`src/rtl/decim_pkg.sv`:
```
// Shared types and defaults for the decimate_n block.
// DECIMATE_N_AVG_EN (see decimate_n) selects whether the averaging path exists.
package decim_pkg;

  typedef enum logic {
    PICK = 1'b0,
    AVG  = 1'b1
  } mode_e;

  localparam int DEF_DW       = 8;
  localparam int DEF_MAX_LOG2 = 4;

  function automatic int lw(input int max_log2);
    return $clog2(max_log2 + 1);
  endfunction

endpackage

```
`src/rtl/decim_phase_cnt.sv`:
```
// Phase counter for decimate_n: counts accepted samples, flags the block's last sample
// and latches ratio/mode at the first sample so mid-block changes wait for the next block.
module decim_phase_cnt
  import decim_pkg::*;
#(
  parameter int MAX_LOG2 = DEF_MAX_LOG2,
  parameter int LW       = lw(MAX_LOG2)
) (
  input  logic          clk,
  input  logic          reset,
  input  logic          clear,
  input  logic          x_valid,
  input  logic [LW-1:0] ratio_log2,
  input  mode_e         mode,
  output logic          accept,
  output logic          last,
  output logic [LW-1:0] eff_ratio,
  output mode_e         eff_mode
);

  localparam int PW = (MAX_LOG2 > 0) ? MAX_LOG2 : 1;

  logic [PW-1:0] phase;
  logic [LW-1:0] act_ratio;
  mode_e         act_mode;
  logic [LW-1:0] clamped;
  logic [PW:0]   r_full;
  logic          at_start;

  // At phase 0 the incoming configuration applies immediately, so R=1 completes on the first sample.
  assign clamped   = (ratio_log2 > LW'(MAX_LOG2)) ? LW'(MAX_LOG2) : ratio_log2;
  assign at_start  = (phase == '0);
  assign eff_ratio = at_start ? clamped : act_ratio;
  assign eff_mode  = at_start ? mode : act_mode;
  assign accept    = x_valid && !clear;
  assign r_full    = (PW + 1)'(1) << eff_ratio;
  assign last      = accept && (phase == PW'(r_full - 1'b1));

  always_ff @(posedge clk or negedge reset) begin
    if (!reset) begin
      phase     <= '0;
      act_ratio <= '0;
      act_mode  <= PICK;
    end else if (clear) begin
      phase <= '0;
    end else if (accept) begin
      if (at_start) begin
        act_ratio <= clamped;
        act_mode  <= mode;
      end
      phase <= last ? '0 : phase + 1'b1;
    end
  end

endmodule

```
`src/rtl/decimate_n.sv`:
```
// Decimate-by-2^ratio_log2 with pick or (when DECIMATE_N_AVG_EN is defined) average mode.
// Without DECIMATE_N_AVG_EN there is no accumulator and mode is ignored.
module decimate_n
  import decim_pkg::*;
#(
  parameter  int DW       = DEF_DW,
  parameter  int MAX_LOG2 = DEF_MAX_LOG2,
  localparam int LW       = lw(MAX_LOG2)
) (
  input  logic                 clk,
  input  logic                 reset,
  input  logic                 clear,
  input  logic                 x_valid,
  input  logic signed [DW-1:0] x,
  input  logic        [LW-1:0] ratio_log2,
  input  logic                 mode,
  output logic signed [DW-1:0] y,
  output logic                 y_valid
);

  logic          accept;
  logic          last;
  logic [LW-1:0] eff_ratio;
  mode_e         eff_mode;
  mode_e         mode_sel;

`ifdef DECIMATE_N_AVG_EN
  assign mode_sel = mode_e'(mode);
`else
  assign mode_sel = PICK;
`endif

  decim_phase_cnt #(
    .MAX_LOG2 (MAX_LOG2),
    .LW       (LW)
  ) u_phase (
    .clk        (clk),
    .reset      (reset),
    .clear      (clear),
    .x_valid    (x_valid),
    .ratio_log2 (ratio_log2),
    .mode       (mode_sel),
    .accept     (accept),
    .last       (last),
    .eff_ratio  (eff_ratio),
    .eff_mode   (eff_mode)
  );

`ifdef DECIMATE_N_AVG_EN
  localparam int AW = DW + MAX_LOG2;

  logic signed [AW-1:0] acc;
  logic signed [AW-1:0] sum;
  logic signed [DW-1:0] avg;

  // Arithmetic shift of the full-width sum gives floor rounding toward -infinity.
  assign sum = acc + AW'(x);
  assign avg = DW'(sum >>> eff_ratio);

  always_ff @(posedge clk or negedge reset) begin
    if (!reset) begin
      acc <= '0;
    end else if (clear) begin
      acc <= '0;
    end else if (accept) begin
      acc <= last ? '0 : sum;
    end
  end

  always_ff @(posedge clk or negedge reset) begin
    if (!reset) begin
      y       <= '0;
      y_valid <= 1'b0;
    end else begin
      y_valid <= last;
      if (last) begin
        y <= (eff_mode == AVG) ? avg : x;
      end
    end
  end
`else
  logic unused_sigs;
  assign unused_sigs = ^{mode, eff_mode, accept, eff_ratio};

  always_ff @(posedge clk or negedge reset) begin
    if (!reset) begin
      y       <= '0;
      y_valid <= 1'b0;
    end else begin
      y_valid <= last;
      if (last) begin
        y <= x;
      end
    end
  end
`endif

endmodule

```
`config.mk`:
```
export PLATFORM = sky130hd
export DESIGN_NAME = decimate_n
export DESIGN_NICKNAME = d
export VERILOG_FILES = /design/src/rtl/decim_pkg.sv /design/src/rtl/decim_phase_cnt.sv /design/src/rtl/decimate_n.sv
export SDC_FILE = /design/constraint.sdc
export NUM_CORES = 1
export LEC_CHECK = 0
export CORE_ASPECT_RATIO = 0.9
export CORE_MARGIN = 2
export CORE_UTILIZATION = 35
export DETAILED_ROUTE_END_ITERATION = 6
export SYNTH_ARGS = -nofsm -noshare
export SYNTH_HDL_FRONTEND = slang
export SYNTH_SLANG_ARGS = --single-unit
```
`constraint.sdc`:
```
create_clock -name clk -period 5.25 [get_ports clk]
set_input_delay 0.7875 -clock clk [delete_from_list [all_inputs] [get_ports clk]]
set_output_delay 0.7875 -clock clk [all_outputs]
set_load 0.02 [all_outputs]
```
## After elaboration in Yosys (flattened, before gate mapping)

Cells that the tools add are included.
Widths: inputs -> output; s select.

| word-level totals | value |
|---|---|
| input bits | 16 |
| word-level logic and storage cells | 21 |
| bits in latches | 0 |
| memory bits (read-only) | 0 |
| bits in writable memories | 0 |
| register bits | 16 |
| output and inout bits | 9 |
| memories kept | 0 |

| operators by class | value |
|---|---|
| div/mod/pow operators | 0 |
| add/sub/neg operators | 2 |
| shifts and indexed selects | 1 |
| eq/ne operators | 1 |
| bitwise logic cells | 1 |
| multiplexer cells | 5 |
| reduce and logical (&&, ||, !) cells | 6 |
| $lt $le $gt $ge | 1 |
| multipliers | 0 |

Operator list:

| kind | count |
|---|---|
| $mux 4 | 3 |
| $mux 3 | 2 |
| $add 4x1->4 const B | 1 |
| $eq 4x4->1 | 1 |
| $logic_not 4->1 | 1 |
| $shl 1x3->4 const A | 1 |
| $sub 4x1->4 const B | 1 |
| $gt 3x3->1 const B | 1 |
| $logic_and 1x1->1 | 2 |
| $reduce_and 2->1 | 1 |
| $reduce_bool 2->1 | 1 |
| $logic_not 1->1 | 1 |
| $not 1->1 | 1 |

## Depth between registers and ports, before layout

Gate-level depths: netlist of the first run.

| logic depth | value |
|---|---|
| depth in word-level cells | 10 |
| mapped depth | 12 |

## By module

Synthesis of the first run repeated with hierarchy kept, for this count alone.

| unflattened totals | value |
|---|---|
| cells, all modules | 88 |
| area, all modules | 968.4 um^2 |

Modules (own cells, without submodules):

| module | area an instance (um^2) | cells an instance | times used | sequential area each (um^2) |
|---|---|---|---|---|
| decim_phase_cnt | 608.1 | 69 | 1 | 200.2 |
| decimate_n | 360.3 | 19 | 1 | 225.2 |

## Least setup slack after synthesis of the first run

No wires, ideal clock.

| path | value |
|---|---|
| path kind | reg2reg |
| start | register u_phase.phase[0] |
| end | register y[0] |
| required time | 5.125 ns |
| stages on the path, launching flop included | 12 |
| path buffers | 2 |
| arrival time | 2.645 ns |
| slack | 2.480 ns |
| period minus slack after synthesis | 2.770 ns |
| library setup time | 0.125 ns |
| cells stage by stage | dfrtp_1 inv_1 ha_1 or3b_1 buf_6 mux2i_4 ha_1 xnor2_1 xnor2_1 and4_4 buf_6 mux2_4 |

| on the way | value |
|---|---|
| longest elaborated chain between the ends | 6 |

RTL lines:

| item | RTL line | text |
|---|---|---|
| from (decl) | decim_phase_cnt.sv:23 | `logic [PW-1:0] phase;` |
| from (signal assigned) | decim_phase_cnt.sv:51 | `phase <= last ? '0 : phase + 1'b1;` |
| $logic_not 4->1 | decim_phase_cnt.sv:32 | `assign at_start = (phase == '0);` |
| $mux 3 | - |  |
| $shl 1x3->4 | decim_phase_cnt.sv:36 | `assign r_full = (PW + 1)'(1) << eff_ratio;` |
| $sub 4x1->4 | decim_phase_cnt.sv:37 | `assign last = accept && (phase == PW'(r_full - 1'b1));` |
| $eq 4x4->1 (*) | decim_phase_cnt.sv:37 |  |
| $logic_and 1x1->1 (*) | decim_phase_cnt.sv:37 |  |
| named net last | decimate_n.sv:22 | `logic last;` |
| to (signal assigned) | decimate_n.sv:87 | `y <= '0;` |
| to (signal assigned) | decimate_n.sv:92 | `y <= x;` |
| to (decl) | decimate_n.sv:17 | `output logic signed [DW-1:0] y,` |

The timed path passes the listed nets; every way through them passes the cells marked *.
A chain may end at the register's enable or synchronous reset.

## Worst setup path in the final report of the first run

| path | value |
|---|---|
| start | register u_phase.phase[0] |
| end | register y[5] |

| on the way | value |
|---|---|
| longest elaborated chain between the ends | 6 |

RTL lines:

| item | RTL line |
|---|---|
| $logic_not 4->1 | decim_phase_cnt.sv:32 |
| $mux 3 | - |
| $shl 1x3->4 | decim_phase_cnt.sv:36 |
| $sub 4x1->4 | decim_phase_cnt.sv:37 |
| $eq 4x4->1 (*) | decim_phase_cnt.sv:37 |
| $logic_and 1x1->1 (*) | decim_phase_cnt.sv:37 |

Mark *: on every way between the ends. The rest lies on a longest branch, timed or not.

==> results of run 1 <==
-- power by group --
group          internal [mW]  switching (mW)
registers              0.156          0.0239
logic                  0.115          0.0886
clock network         0.0266          0.0335
total                  0.298           0.146
-- cell type report --
cell class | count | area share (%)
inverter | 3 | 0.9278
timing repair buffer | 23 | 18.97
clock buffer | 3 | 1.856
tap | 28 | 2.887
sequential | 16 | 32.99
multi-input combinational | 60 | 42.37
-- worst min-delay path by stage --
| stage | from | end | slack (ps) | cells past startpoint |
|---|---|---|---|---|
| 2_1_floorplan | reset | u_phase.act_ratio[0]$_DFFE_PN0P_ | 490 | 0 |
| 3_3_place_gp | y[7]$_DFFE_PN0P_ | y[7]$_DFFE_PN0P_ | 500 | 1 |
| 3_5_place_dp | y[4]$_DFFE_PN0P_ | y[4]$_DFFE_PN0P_ | 490 | 1 |
| 4_1_cts | y[4]$_DFFE_PN0P_ | y[4]$_DFFE_PN0P_ | 520 | 1 |
| 5_1_grt | y[2]$_DFFE_PN0P_ | y[2]$_DFFE_PN0P_ | 540 | 1 |
| 6_report | y[4]$_DFFE_PN0P_ | y[4]$_DFFE_PN0P_ | 510 | 1 |
-- logic make-up after synthesis --
group	synth area share, %
AND/OR/NAND/NOR	15.96
AO/OA/AOI/OAI	8.839
flip-flops	42.22
XOR/XNOR	5.541
buffers and inverters	3.562
adder cells (fa/ha/maj)	3.958
multiplexers	19.92
-- state kept, by name, summed over array words and instances, names as in the netlist --
signal,count
y,8
u_phase.phase,4
u_phase.act_ratio,3
y_valid,1
-- cell usage after synthesis --
| library cell | n |
|---|---|
| dfrtp_1 | 16 |
| mux2_4 | 8 |
| a21oi_1 | 5 |
| nand2b_1 | 5 |
| xnor2_1 | 5 |
| ha_1 | 3 |
| inv_1 | 3 |
| nand2_1 | 3 |
| nor2_1 | 3 |
| nor2b_1 | 3 |
| nor3b_1 | 3 |
| buf_6 | 2 |
| mux2_1 | 2 |
| nand3_1 | 2 |
| nor3_1 | 2 |
| o311ai_1 | 2 |
| a21o_1 | 1 |
| a31oi_1 | 1 |
| a32o_1 | 1 |
| and4_4 | 1 |
| mux2i_1 | 1 |
| mux2i_2 | 1 |
| mux2i_4 | 1 |
| o21ai_0 | 1 |
| o21ai_1 | 1 |
| o31ai_1 | 1 |
| or2b_1 | 1 |
| or3b_1 | 1 |
| or3b_2 | 1 |
| xor2_1 | 1 |
-- per-layer routing --
layer | share of wire [%] | vias to the layer above | GRT usage (%)
met4 | 0 | 0 | 2.273
li1 | - | 339 | -
met2 | 48 | 13 | 20.19
met3 | 5.0 | 0 | 5.134
met1 | 47 | 336 | 17.66
met5 | 0 | - | 0
-- worst register-to-register path, delay by kind of cell, from the launching register on --
family          cells  cell delay [ps]
compound gates      1               80
xor+xnor            2              480
fa+ha+maj           2              370
buf+inv             1              140
flops               1              450
mux                 1              320
simple gates        3             1090
-- stage by stage --
step | std cells | cell area, µm² | hold slack [ps] | power (mW) | setup WS (ps)
floorplan | 81 | 948.4 | 491.9 | 0.3054 | 2480
global placement | 130 | 1191 | 496.9 | 0.3846 | 2012
detailed placement | 130 | 1191 | 492.3 | 0.3871 | 1989
CTS | 133 | 1214 | 517.6 | 0.4501 | 2209
global route | 133 | 1214 | 540.4 | 0.4758 | 1968
finish | 133 | 1214 | 514.9 | 0.4438 | 2210
==> impl_metrics.toml, run 1 <==
[run_status]
status = "complete, no violations"

[setup_path]
slowest_stage = "or3b_1"
required_ps = 5410
reg2reg_to = "y[5]$_DFFE_PN0P_"
crit_path_end = "y[5]$_DFFE_PN0P_"
cp.arrival_ps = 3200
crit_fanout = 9
critPathCaptureType = "flip-flop"
path_delay_family = "simple AND/OR/NAND/NOR gates"
cp_num_cells = 10
r2r_setup_slack_ps = 2210
crit_type = "reg2reg"
cp_num_buf_inv = 1
crit_path_start_kind = "flip-flop"
cp_cell_sequence = "inv_1 -> ha_1 -> or3b_1 -> nor3b_1 -> a31oi_1 -> ha_1 -> xnor2_1 -> xnor2_1 -> and4_4 -> mux2_4"
r2r-start = "u_phase.phase[0]$_DFFE_PN0P_"
r2r.worst_path.cells = 10
slowest_delay_ps = 490
startpoint = "u_phase.phase[0]$_DFFE_PN0P_"

[finish]
ff_latch_area_um2 = 400.4
fillers = 242
fin_util_pct = 48.35
final_net_count = 126
diodes = 0
layout_commonest_cell = "clkdlybuf4s50_1"
syn_to_final_growth_pct = 27.97
mostFrequentLayoutCells = "clkdlybuf4s50_1, dfrtp_1, mux2_4"
layout-drive-gt1-share_pct = 14.29
multi_input_area_um2 = 514.2

[flow_run]
drv.max_cap_violation_count = 0

[place]
port_buffers = 23
gp_congestion = 0.8306
place_hpwl_um = 1410

[timing]
period_share_pct = 57.91
finalClockSkew_ps = 5.465
slew_violations = 0
tns_ps = 0
fin_crit_ps = 3040
clock.fmax_mhz = 328.9
worst_pin_slew_ps = 696.9
relSlewSlack_pct = 53.40
grt_setup_unrepaired = "no"
setup_viol = 0
hold_viol = 0

[global_route]
grt_usage_pct = 13.16
antenna_found_initial = 0
grt_max_degree = 17
grt_pass1_vias = 674
gr-total-overflow = 0
grt_pass1_wl_um = 3063

[pwr]
cellLeakagePower_nw = 0.4929
peakVddDrop_mv = 0.2839
pwr_density_cell_nw_per_um2 = 365.7

[logic_synthesis]
ys_ff_latch = 16
seq_area_frac_synth_pct = 42.22
yosysTopAreaCellShare_pct = 42.22
synth_fp_nets = 100
synth.area.top_cells = "dfrtp_1, mux2_4, xnor2_1, ha_1, nand2b_1"
synth.distinct_cells = 30
ys_warn_count = 0
postSynthAreaPerCell_um2 = 11.71
synth_area_um2 = 948.4
synth_cells = 81
synth_top_area_cell = "dfrtp_1"

[clocking]
cts_setup_buffers = 0
cts-root-buf = "clkbuf_4"
cts_max_path_buffers = 2
cts_sinks = 16
holdBufCountCts = 0
cts_resized = 0
htreeDepth = 1
clk_pin_slew_ps = 80
clkLatencyLatePin_ps = 270
cts_made_buffers = 3
cts_tree = "built"

[min_path]
hold_class = "reg2reg"

[floorplan]
start_util_pct = 37.79
io_pins = 25
fp.dieArea_um2 = 3143
fp-row-count = 17
fp.dieH_um = 53.39
die_w_um = 58.87
coreArea_um2 = 2510

[detailed_routing]
via_per_inst = 5.173
drc = 0
routedWlPerCell_um = 13.53
routed_wl_um = 1800
ant_nets = 0
drtPass1Iterations = 4
drtIter0Drc = 21
via_count = 688
(Power assumes the default switching activity.)
==> run 2: changes to the inputs <==
==> constraint.sdc (replaced) <==
create_clock -name clk -period 2.6 [get_ports clk]
set_input_delay 0.39 -clock clk [delete_from_list [all_inputs] [get_ports clk]]
set_output_delay 0.39 -clock clk [all_outputs]
set_load 0.02 [all_outputs]
==> run 2 against run 1 <==
Net effect: cell count grew 9.8%; flip-flop and latch count stayed put; core utilization increased by 7.0 points; critical path depth unchanged; first-iteration DRC count shrank 14%; sequential share of layout area decreased by 4.2 points; the flow now finishes with violations (DRC); via count rose by 9.4%; clock skew is 1.1 ps higher; count of clock-buffer cells in the layout unchanged; non-clock buffer count rose by 12; die area unchanged.
==> impl_metrics.toml, run 2 (synthesized netlist as in run 1, its figures left out) <==
[run_status]
status = "finished, violations left"
violations = "DRC"

[global_route]
grt_pass1_vias = 789
grt_util_met2_pct = 24.63
gr-usage-met1_pct = 20.66
grt_pass1_wl_um = 3581
antenna_found_initial = 0
grtUsageMet3_pct = 5.379
grt_usage_pct = 15.65
grt_max_degree = 17
gr-total-overflow = 0
grt.busiest_layer = "met2"

[pwr]
switching_share_pct = 33.41
peakVddDrop_mv = 0.4026
pwr_density_cell_nw_per_um2 = 699.4
cellLeakagePower_nw = 0.5774
clock_power_share_pct = 12.5
p_seq_share_pct = 37.2
switchingPower_uw = 324.8
pwr-share-comb_pct = 50.2
p_int_uw = 647.5

[floorplan]
io_pins = 25
die_w_um = 58.87
coreArea_um2 = 2510
start_util_pct = 37.79
fp.dieH_um = 53.39
fp-row-count = 17
fp.dieArea_um2 = 3143

[detailed_routing]
via_per_inst = 5.158
drc = 1
ant_nets = 0
routedWlPerCell_um = 14.55
routed_wl_um = 2124
drtPass1Iterations = 5
via_count = 753
drtIter0Drc = 18

[clocking]
cts_sinks = 16
clkLatencyLatePin_ps = 280
cts_tree = "built"
cts_made_buffers = 3
clk_pin_slew_ps = 90
cts_max_path_buffers = 2
cts-root-buf = "clkbuf_4"
htreeDepth = 1

[setup_path]
cp_cell_sequence = "inv_2 -> ha_4 -> or3b_4 -> nor3b_2 -> a31oi_2 -> ha_4 -> xnor2_4 -> xnor2_2 -> and4_4 -> mux2_4"
cpMostUsedCell = "ha_4"
required_ps = 2760
startpoint = "u_phase.phase[0]$_DFFE_PN0P_"
cp_num_buf_inv = 1
crit_type = "reg2reg"
r2r-start = "u_phase.phase[0]$_DFFE_PN0P_"
cp.arrival_ps = 2750
slowest_stage = "or3b_4"
r2r.worst_path.cells = 10
critPathCaptureType = "flip-flop"
r2r_setup_slack_ps = 10
crit_path_start_kind = "flip-flop"
reg2reg_to = "y[3]$_DFFE_PN0P_"
slowest_delay_ps = 420
path_delay_family = "simple AND/OR/NAND/NOR gates"
crit_fanout = 5

[timing]
clock.fmax_mhz = 386.8
setup_viol = 0
worst_pin_slew_ps = 684.6
worst_slack_ps = 14.77
finalClockSkew_ps = 6.603
fin_crit_ps = 2585
grt_setup_unrepaired = "yes"
hold_viol = 0
period_share_pct = 99.43
slew_violations = 0
relSlewSlack_pct = 54.21
timing.hold.ws_ps = 515.4

[finish]
layout_commonest_cell = "clkdlybuf4s50_1"
multi_input_area_um2 = 600.6
top_regs = "y: 8 flops, u_phase.phase: 4 flops, u_phase.act_ratio: 3 flops"
ff_latch_area_um2 = 400.4
mostFrequentLayoutCells = "clkdlybuf4s50_1, dfrtp_1, buf_4, mux2_4, nand2b_1"
final_net_count = 139
syn_to_final_growth_pct = 46.57
top_register = "y"
fillers = 222
largest_reg_flops = 8
diodes = 0
layout-drive-gt1-share_pct = 33.05
final_cell_area_um2 = 1390

[place]
port_buffers = 23
place_hpwl_um = 1581
gp_congestion = 0.7654
placed_area_um2 = 1306
place_ws_ps = -179.6

[min_path]
hold_class = "in2async"

[flow_run]
drv.max_cap_violation_count = 0
run 2: final cells by class:
class / instances / area share (%)
multi-input cells: 61 / 43.20
inverters: 3 / 0.8101
clock buffers: 3 / 1.620
well taps: 28 / 2.520
flip-flops and latches: 16 / 28.80
repair buffers: 35 / 23.04
run 2: how the worst max path moves through the flow:
stage                             endpoint  slack (ps)  cells after the start
final                     y[3]$_DFFE_PN0P_          10                     10
after global routing      y[3]$_DFFE_PN0P_         -60                     10
after CTS                 y[3]$_DFFE_PN0P_           2                     10
after detailed placement  y[3]$_DFFE_PN0P_        -180                      9
after global placement    y[3]$_DFFE_PN0P_        -130                      9
after floorplan           y[0]$_DFFE_PN0P_         -70                     11
run 2: metal layers:
layer | vias up | share of wire [%]
met2 | 12 | 49
li1 | 367 | -
met4 | 0 | 0.42
met1 | 372 | 46
met3 | 2 | 4.2
met5 | - | 0
run 2: power by group through the flow:
stage               sequential (mW)  combinational, mW  clock (mW)
floorplan                     0.428              0.197           0
finish                        0.362              0.488       0.122
CTS                           0.363              0.485       0.126
global route                  0.371              0.525       0.144
detailed placement            0.365              0.450           0
global placement              0.362              0.444           0
run 2: per-stage QoR:
step / TNS, ps / power [mW] / utilization (%) / instances
floorplan: -523.2 / 0.6249 / - / 81
global placement: -1044 / 0.8063 / 52.04 / 142
detailed placement: -1413 / 0.8152 / 52.04 / 142
CTS: 0 / 0.9736 / 54.94 / 146
global route: -472.1 / 1.039 / 55.38 / 146
finish: 0 / 0.9723 / 55.38 / 146
run 2: worst register-to-register path: cells and delay by family, from the launching register on:
kind                     cells  cell delay, ps
flip-flops                   1             400
XOR/XNOR                     2             350
AND/OR/NAND/NOR              3             950
adder cells (fa/ha/maj)      2             310
multiplexers                 1             310
AO/OA/AOI/OAI                1              70
buffers and inverters        1              80
run 2: repair_timing:
action	CTS	global route
setup buffers	0	0
pin swaps	2	1
hold endpoints to repair	0	0
hold buffers	0	0
setup endpoints to repair	8	8
resized for setup	6	1
gates cloned	1	0
==> patch (flow settings as in run 2) <==
Add an input register stage for `x_valid` and `ratio_log2`, with the module's reset; this delays them by one clock. The other inputs are not delayed to match.
--- a/src/rtl/decimate_n.sv
+++ b/src/rtl/decimate_n.sv
@@ -19,4 +19,17 @@
 );
 
+  logic x_valid_q;
+  logic        [LW-1:0] ratio_log2_q;
+
+  always_ff @(posedge clk or negedge reset) begin
+    if (!reset) begin
+      x_valid_q    <= '0;
+      ratio_log2_q <= '0;
+    end else begin
+      x_valid_q    <= x_valid;
+      ratio_log2_q <= ratio_log2;
+    end
+  end
+
   logic          accept;
   logic          last;
@@ -38,6 +51,6 @@
     .reset      (reset),
     .clear      (clear),
-    .x_valid    (x_valid),
-    .ratio_log2 (ratio_log2),
+    .x_valid    (x_valid_q),
+    .ratio_log2 (ratio_log2_q),
     .mode       (mode_sel),
     .accept     (accept),
Function: changed (a bounded check fails within 4 cycles, from zero or initial values and one cycle with reset low).
==> patch against run 2 <==
- via count grew 0.80%
- sequential cell count rose by 4
- critical path type unchanged
- the flow finishes with violations (negative setup slack)
- global-route usage is 1.5 points lower
- maximum frequency decreased by 0.89%
- die area grew 9.8%
- synthesized area is 11% higher
- clock power rose by 50%
- setup slack got worse by 0.023 ns
- largest power group unchanged
- wire length increased by 3.3%
- cell count is 10% higher
- final area increased by 7.5%
- synthesized cell count grew 4.9%
- power increased by 15%
- critical endpoint is now y[4]
- largest cell class unchanged
==> patch: results (changes against run 2) <==
.. list-table::
   :header-rows: 1

   * - Metric
     - Value
   * - Run status
     - finished, violations left
   * - Violations in the final reports
     - negative setup slack
   * - Setup tns final
     - -0.0114 ns (-0.0114 ns)
   * - Post-placement setup slack
     - -0.179 ns (+0.000617 ns)
   * - Final standard cell count with taps included and fillers excluded
     - 161 (+10%)
   * - Cell types with the highest counts after synthesis
     - 20 x dfrtp_1, 8 x mux2_4, 5 x a21oi_1, 5 x nand2b_1, 5 x xnor2_1
   * - Share of the synthesized area in compound gates (AO/OA/AOI/OAI)
     - 8.00% (-0.84 points)
   * - First drt pass iteration count
     - 4 (-1)
   * - Slew headroom
     - 69.4% (+15 points)
   * - Number of DRC markers after the initial detailed-route iteration
     - 6 (-12)
   * - Post-layout worst setup margin
     - -0.00845 ns (-0.0232 ns)
   * - Worst r2r dst
     - y[4]
   * - Insertion delay of the later-clocked pin in the worst-skew pair
     - 0.30 ns (+0.02 ns)
   * - Ratio of cells with drive above 1 in the final layout
     - 30.6% (-2.5 points)
   * - Wire length of the first global-routing pass
     - 3620 microns (+1.1%)
   * - Final GP Congestion
     - 0.709 (-7.3%)
   * - Registers with the most flip-flops
     - y x8, u_phase.phase x4
   * - Fillers
     - 268 (+21%)
   * - Share of synthesized area occupied by flip-flops and latches
     - 47.7% (+5.5 points)
   * - Synth area leaders
     - dfrtp_1 48%, mux2_4 11%, xnor2_1 4.2%, ha_1 3.6%, nand2b_1 3.0%
   * - Global router's overall resource usage
     - 14.1% (-1.5 points)
   * - Clock transition at the register clock pins on the worst setup and hold paths after CTS
     - 0.12 ns (+0.03 ns)
   * - Post-Synthesis Mean Instance Area
     - 12.3 sq um (+5.4%)
   * - Final setup violation count
     - 2 (+2)
   * - Critical path arrival
     - 2.80 ns (+0.05 ns)
   * - Remaining DRCs
     - 0 (-1)
[patch: per-layer routing]
| layer | GRT usage [%] | vias to the layer above | part of all wire [%] |
|---|---|---|---|
| met3 | 4.42 | 4 | 4.1 |
| met2 | 23.9 | 13 | 51 |
| met1 | 16.8 | 367 | 43 |
| met5 | 0 | - | 0 |
| li1 | - | 375 | - |
| met4 | 3.95 | 0 | 1.5 |
[patch: layout make-up]
| class | instances | area [sq um] | share of cell area (%) |
|---|---|---|---|
| multi-input combinational | 61 | 591 | 39.5 |
| sequential | 20 | 500 | 33.5 |
| clock buffer | 4 | 36.3 | 2.43 |
| tap | 40 | 50.0 | 3.35 |
| inverter | 3 | 11.3 | 0.754 |
| timing repair buffer | 33 | 305 | 20.4 |
[patch: power by group]
part	total, uW	switching [uW]	internal, uW
clock network	183	97.4	85.4
registers	436	51.1	384
logic	503	219	284
[patch: logic make-up (layout without fill, tap and decap cells)]
group           after synthesis  in the layout
mux                          13             13
flops                        20             20
fa+ha+maj                     3              3
compound gates               13             13
xor+xnor                      6              6
buf+inv                       5             40
simple gates                 25             26
[patch: how the worst max path moves through the flow]
stage	endpoint	slack, ns	cells after the start
floorplan	y[0]	-0.07	11
global placement	y[7]	-0.14	10
detailed placement	y[4]	-0.18	10
CTS	y[4]	-0.03	10
global route	y[4]	-0.17	10
finish	y[4]	-0.008	10
[patch: what timing repair did]
| action | in CTS | in global routing |
|---|---|---|
| gates cloned | 1 | 0 |
| buffers inserted | 1 | 0 |
| resized for setup | 4 | 3 |
| pin swaps | 2 | 1 |
| endpoints found under the setup margin | 8 | 10 |
[patch: worst max-delay path, cell delays in order (launching register included)]
cell and delay (ns):
dfrtp_1 0.40, inv_2 0.08, ha_4 0.11, or3b_4 0.41
nor3b_2 0.17, a31oi_1 0.07, ha_1 0.30, xnor2_1 0.15
a21oi_2 0.17, and4_4 0.32, mux2_4 0.32
[patch: stage by stage]
stage	total power, uW	hold WS (ns)
after floorplan	712	0.0944
after global placement	905	0.494
after detailed placement	913	0.493
after CTS	1120	0.409
after global routing	1190	0.418
final	1120	0.404
